$ cat src/rtl/sbqm_pkg.sv
// Shared definitions for the smart bank queue manager blocks.
package sbqm_pkg;

  // Default width of the people count; capacity is 2^N-1.
  localparam int unsigned N_DEF   = 3;
  // Teller count width, fixed by the wait-time table layout.
  localparam int unsigned T_W_DEF = 2;
  // Queue capacity and lookup address width at the default sizing.
  localparam int unsigned P_MAX   = (1 << N_DEF) - 1;
  localparam int unsigned ADR_W   = N_DEF + T_W_DEF;

  // What the occupancy register does on a given cycle.
  typedef enum logic [1:0] {
    ACT_HOLD,
    ACT_INC,
    ACT_DEC,
    ACT_LOAD1
  } cnt_act_e;

  // Largest count representable in n bits.
  function automatic int unsigned p_max(input int unsigned n);
    return (1 << n) - 1;
  endfunction

endpackage

$ cat src/rtl/queue_ctrl_photo_edge.sv
// Photocell conditioning: two-flop synchroniser plus a previous-value flop.
// Emits a one-cycle pulse when the beam clears (line falls), i.e. once the
// person has fully passed, regardless of how long the beam was blocked.
module photo_edge (
  input  logic clk,
  input  logic rst_n,
  input  logic line,
  output logic pulse
);

  logic s1;
  logic s2;
  logic s3;

  // Synchronise the asynchronous line and keep its previous synchronised value.
  always_ff @(posedge clk or negedge rst_n) begin
    if (!rst_n) begin
      s1 <= 1'b0;
      s2 <= 1'b0;
      s3 <= 1'b0;
    end else begin
      s1 <= line;
      s2 <= s1;
      s3 <= s2;
    end
  end

  // Beam-clear event: was blocked last cycle, clear now.
  always_comb begin
    pulse = s3 & ~s2;
  end

endmodule

$ cat src/rtl/queue_ctrl.sv
// Queue occupancy controller: counts people between the back (entry) and
// front (exit) photocells, registers the active teller count and drives the
// {people, tellers} wait-time lookup address plus status/error flags.
module queue_ctrl
  import sbqm_pkg::*;
#(
  parameter int unsigned N   = N_DEF,
  parameter int unsigned T_W = T_W_DEF
) (
  input  logic             clk,
  input  logic             rst_n,
  input  logic             Bphoto,
  input  logic             Fphoto,
  input  logic [T_W-1:0]   Tcount,
  output logic [N-1:0]     Pcount,
  output logic [N+T_W-1:0] Adress,
  output logic             full,
  output logic             empty,
  output logic             err_ovf,
  output logic             err_udf
);

  localparam logic [N-1:0] P_LIM = N'(p_max(N));

  logic           b_evt;
  logic           f_evt;
  logic [T_W-1:0] tcount_q;
  cnt_act_e       act;
  logic           ovf_d;
  logic           udf_d;
  logic [N-1:0]   pcount_d;

  photo_edge u_back (
    .clk   (clk),
    .rst_n (rst_n),
    .line  (Bphoto),
    .pulse (b_evt)
  );

  photo_edge u_front (
    .clk   (clk),
    .rst_n (rst_n),
    .line  (Fphoto),
    .pulse (f_evt)
  );

  // Status flags and lookup address straight from registered state.
  always_comb begin
    full   = (Pcount == P_LIM);
    empty  = (Pcount == '0);
    Adress = {Pcount, tcount_q};
  end

  // Decide the count action and any rejected-event error for this cycle.
  // A simultaneous entry/exit on an empty queue accepts the entry and
  // flags the exit; on a non-empty queue it is a net no-op, even when full.
  always_comb begin
    act   = ACT_HOLD;
    ovf_d = 1'b0;
    udf_d = 1'b0;
    unique case ({b_evt, f_evt})
      2'b10: begin
        if (full) ovf_d = 1'b1;
        else      act   = ACT_INC;
      end
      2'b01: begin
        if (empty) udf_d = 1'b1;
        else       act   = ACT_DEC;
      end
      2'b11: begin
        if (empty) begin
          act   = ACT_LOAD1;
          udf_d = 1'b1;
        end
      end
      default: ;
    endcase
  end

  // Next occupancy value for the chosen action.
  always_comb begin
    pcount_d = Pcount;
    unique case (act)
      ACT_INC:   pcount_d = Pcount + 1'b1;
      ACT_DEC:   pcount_d = Pcount - 1'b1;
      ACT_LOAD1: pcount_d = N'(1);
      default:   pcount_d = Pcount;
    endcase
  end

  // Occupancy, teller count and one-cycle error pulses.
  always_ff @(posedge clk or negedge rst_n) begin
    if (!rst_n) begin
      Pcount   <= '0;
      tcount_q <= '0;
      err_ovf  <= 1'b0;
      err_udf  <= 1'b0;
    end else begin
      Pcount   <= pcount_d;
      tcount_q <= Tcount;
      err_ovf  <= ovf_d;
      err_udf  <= udf_d;
    end
  end

endmodule

$ cat config.mk
export PLATFORM = sky130hd
export DESIGN_NAME = queue_ctrl
export DESIGN_NICKNAME = d
export VERILOG_FILES = /design/src/rtl/sbqm_pkg.sv /design/src/rtl/queue_ctrl_photo_edge.sv /design/src/rtl/queue_ctrl.sv
export SDC_FILE = /design/constraint.sdc
export NUM_CORES = 1
export LEC_CHECK = 0
export CORE_MARGIN = 4
export CORE_UTILIZATION = 44
export DETAILED_ROUTE_END_ITERATION = 7
export GPL_ROUTABILITY_DRIVEN = 0
export GPL_TIMING_DRIVEN = 0
export PLACE_DENSITY = 0.75
export RECOVER_POWER = 100
export SYNTH_ARGS = -nofsm -noshare
export SYNTH_HDL_FRONTEND = slang
export SYNTH_HIERARCHICAL = 1
export SYNTH_SLANG_ARGS = --single-unit
$ cat constraint.sdc
create_clock -name clk -period 2.55 [get_ports clk]
set_input_delay 0.51 -clock clk [delete_from_list [all_inputs] [get_ports clk]]
set_output_delay 0.51 -clock clk [all_outputs]
set_load 0.1 [all_outputs]
Yosys cells after proc, flatten, opt, wreduce, memory -nomap -nowiden

Index checks and enable logic that the tools add are counted.

Register bits after elaboration: 13
Latch bits: 0
Memory bits (writable): 0
ROM bits: 0
Input port bits: 6
Word-level logic and storage cells: 35
Memories kept: 0

Add/subtract/negate cells: 2
Multipliers: 0
Div/mod/pow operators: 0
$lt $le $gt $ge: 0
Equal/unequal tests: 7
Shifts and indexed selects: 0
Mux-type cells: 9
Bitwise operators: 4
Reductions and logical operators: 3

Operators by type and width:

| cell                                                                  | number |
|---|---|
| 3-bit case mux with 3 select lines                                    | 1 |
| 2-bit equality test, second input constant                            | 4 |
| 2-bit case mux with 3 select lines                                    | 1 |
| 1-bit 2-to-1 mux                                                      | 5 |
| 2-bit by 1-bit equality test with 1-bit output, second input constant | 2 |
| 2-bit 2-to-1 mux                                                      | 2 |
| 3-bit by 1-bit adder with 3-bit output, second input constant         | 1 |
| 3-bit equality test, second input constant                            | 1 |
| 3-bit zero test                                                       | 1 |
| 3-bit nonzero test                                                    | 1 |
| 3-bit by 1-bit subtractor with 3-bit output, second input constant    | 1 |
| 1-bit AND                                                             | 2 |
| 1-bit inverter                                                        | 2 |
| 2-bit OR reduction                                                    | 1 |

Longest topological paths before layout

Depth in word-level cells: 6
Gate-level depth with buffers: 8

Modules after synthesis

Netlist, hierarchy kept.

Modules (own cells, without submodules):

| module     | times used | cells an instance | area each (µm²) | sequential area each (µm²) |
|---|---|---|---|---|
| queue_ctrl | 1          | 44                | 447.9           | 175.2 |
| photo_edge | 2          | 4                 | 88.8            | 75.1 |

Worst setup path before layout

No wires, ideal clock.

Path kind: reg2reg
From: register Pcount[0]
To: register Pcount[1]
Setup time: 0.131 ns
Arrival: 4.530 ns
Path slack: -2.111 ns
Cell stages (with the launch flop): 8
Buffers on the path: 1
Clock period less this slack: 4.661 ns
Cell sequence: dfrtp_1 clkbuf_1 nor3_1 nor2_1 fa_1 or3b_1 a21oi_1 a211oi_1

Cells in the longest elaborated chain, start to end: 5
Elaborated cells on any way between the ends: 13

RTL lines:

| item                                                                                  | line                               | RTL |
|---|---|---|
| start, declared                                                                       | queue_ctrl.sv:15                   | `output logic [N-1:0] Pcount,` |
| start signal, assigned                                                                | queue_ctrl.sv:99                   | `Pcount <= pcount_d;` |
| 3-bit zero test *                                                                     | queue_ctrl.sv:50                   | `empty = (Pcount == '0);` |
| net empty                                                                             | queue_ctrl.sv:18                   | `output logic empty,` |
| 2-bit 2-to-1 mux, on equally long branches                                            | queue_ctrl.sv:71, queue_ctrl.sv:67 |  |
| 2-bit case mux with 3 select lines *                                                  | queue_ctrl.sv:61                   | `unique case ({b_evt, f_evt})` |
| 2-bit equality test or 2-bit by 1-bit equality test with 1-bit output (tied branches) | queue_ctrl.sv:83                   | `unique case (act)` |
| 3-bit case mux with 3 select lines or 3-bit nonzero test (tied branches)              | -                                  |  |

The timed path passes the listed nets; every way through them passes the cells marked *.
A chain may end at the register's enable or synchronous reset.

Worst setup path after layout

From: register Pcount[0]
To: output empty

Cells in the longest elaborated chain, start to end: 1

RTL lines:

| item            | line |
|---|---|
| 3-bit zero test | queue_ctrl.sv:50 |
| end, declared   | queue_ctrl.sv:18 |

Every way passes these cells.

==> run summary <==
EDFF count, synth - 0
max-cap violation count - 0
depth of the CTS H-tree - 1
Worst EP required - 2.04 ns
Yosys cell types - 30
yosys warns - 6
CTS tree - built
Setup TNS - 0 ns
first-pass GRT wire length - 1990 µm
CTS max path bufs - 2
GRT overflow - 0
Die ar. - 2090 µm²
most frequent cells in the layout - dfrtp_1, dlygate4sd3_1, clkbuf_1
Clock transition at path regs - 0.08 ns
I/O Buffers - 17
path category of the worst min-delay check - flop to flop
DR WL/cell - 12.9 µm
routed vias - 464
CP arrival - 1.96 ns
commonest register cell after synthesis - dfrtp_1
CTS Buf Count - 3
CTS root buf - clkbuf_4
IO Count - 18
Worst Tran Pin Value - 1.16 ns
Worst R2R Setup Slack - 0.28 ns
Starting Density - 47.5%
Synth Net Count - 59
Antenna Cells - 0
Slew headroom - 22.7%
die width - 45.7 µm
drt pass-1 iters - 2
Synth Register Bits - 13
DRC viols - 0
hold_buf cts - 0
minimum clock period - 2.47 ns
Clock Latency Late Sink - 0.27 ns
ANT nets after route - 0
synthesized area per cell - 12.0 µm²
area grow syn2layout - 34.0%
layout cells sized above 1 - 23.3%
area of the mapped netlist - 626 µm²
largest net degree at the start of global routing - 14
postcts setup bufs - 0
Final nets - 81
Worst Setup End Kind - output port
hold path cells - 0
status - complete, no violations
worst setup path class - flop to output port
Hold Fails Final Rpt - 0
cells on worst reg2reg path - 8
dominant cell type by area after synthesis - dfrtp_1
Core ar. - 1320 µm²
Tot GR Track Use - 13.8%
instance count of the mapped netlist - 52
Worst Skew - 0.00523 ns
fmax - 405 MHz
sequential fraction of the synthesis area - 52.0%
Hold Slack - 0.352 ns
Iter 0 DRT Violations - 2
period utilisation layout - 96.9%
initial antenna violation count - 0
RSZ-0062 raised after global routing - false
vias in the first global route - 478
vias per std cell - 5.27
# clock sinks - 13
final slew viol count - 0
final WL - 1140 µm
row count - 13
final setup vio count - 0
top post-synthesis cells by area - dfrtp_1, nor2b_4, buf_4
Post-synth ARST share - 100%
Resized cells post-CTS - 3
chip height - 45.7 µm
post-synth top area share - 52.0%
startpoint types - flop
Post-DP HPWL - 846 µm
CP max FO - 9
## state kept, by name, indices dropped and copies added (netlist names)
register / flops
Pcount: 3
err_ovf: 1
err_udf: 1
tcount_q: 2
u_back/s1: 1
u_back/s2: 1
u_back/s3: 1
u_front/s1: 1
u_front/s2: 1
u_front/s3: 1
## Yosys cell counts, drive strengths merged (2+ instances only)
cell type  number
nor2b           3
buf             5
dfrtp          13
a21oi           3
nand2b          3
or3b            3
inv             2
o21ai           2
## worst max-delay path, cell delays in order (launching register included)
cell and delay, ns:
dfrtp_4 0.50, clkbuf_8 0.17, nor3_4 0.13, clkbuf_1 0.88
## per-layer routing
metal | track usage [%] | vias up | share of wire, %
li1 | - | 223 | -
met1 | 13.7 | 229 | 42
met2 | 25.1 | 10 | 51
met3 | 5.93 | 2 | 5.8
met4 | 5.11 | 0 | 0.70
met5 | 0 | - | 0
## logic make-up (layout without fill, tap and decap cells)
family | after synthesis | after routing | share of synthesized area (%)
fa+ha+maj | 1 | 1 | 3.20
flops | 13 | 13 | 52.0
buf+inv | 8 | 29 | 8.00
simple gates | 18 | 18 | 22.4
mux | 1 | 1 | 1.60
compound gates | 11 | 11 | 12.8
## cell type report
| type | instances | area, µm² |
|---|---|---|
| plain buffers | 6 | 52.6 |
| repair buffers | 17 | 145 |
| fillers | 106 | 479 |
| inverters | 2 | 7.51 |
| well taps | 15 | 18.8 |
| clock buffers | 4 | 26.3 |
| flip-flops and latches | 13 | 332 |
| multi-input cells | 31 | 256 |
## stage by stage
stage	setup WS [ns]	cell area, µm²	utilization [%]	std cells
3_3_place_gp	0.0784	851	64.6	84
2_1_floorplan	-0.314	662	-	52
3_5_place_dp	0.0927	851	64.6	84
6_report	0.0790	838	63.6	88
5_1_grt	0.00962	838	63.6	88
4_1_cts	0.0134	873	66.3	88
## worst paths after layout
kind                                       startpoint               endpoint
worst max register to register   u_front/s2$_DFF_PN0_  Pcount[1]$_DFFE_PN0P_
worst min-delay path              u_back/s1$_DFF_PN0_    u_back/s2$_DFF_PN0_
worst min register to register    u_back/s1$_DFF_PN0_    u_back/s2$_DFF_PN0_
max in group asynchronous                       rst_n  Pcount[0]$_DFFE_PN0P_
worst max-delay path            Pcount[0]$_DFFE_PN0P_                  empty
min in group asynchronous                       rst_n   u_front/s1$_DFF_PN0_
Power is left out: the tool's default activity adds up to more than one toggle a clock period on the data nets, which glitch-free logic cannot reach.
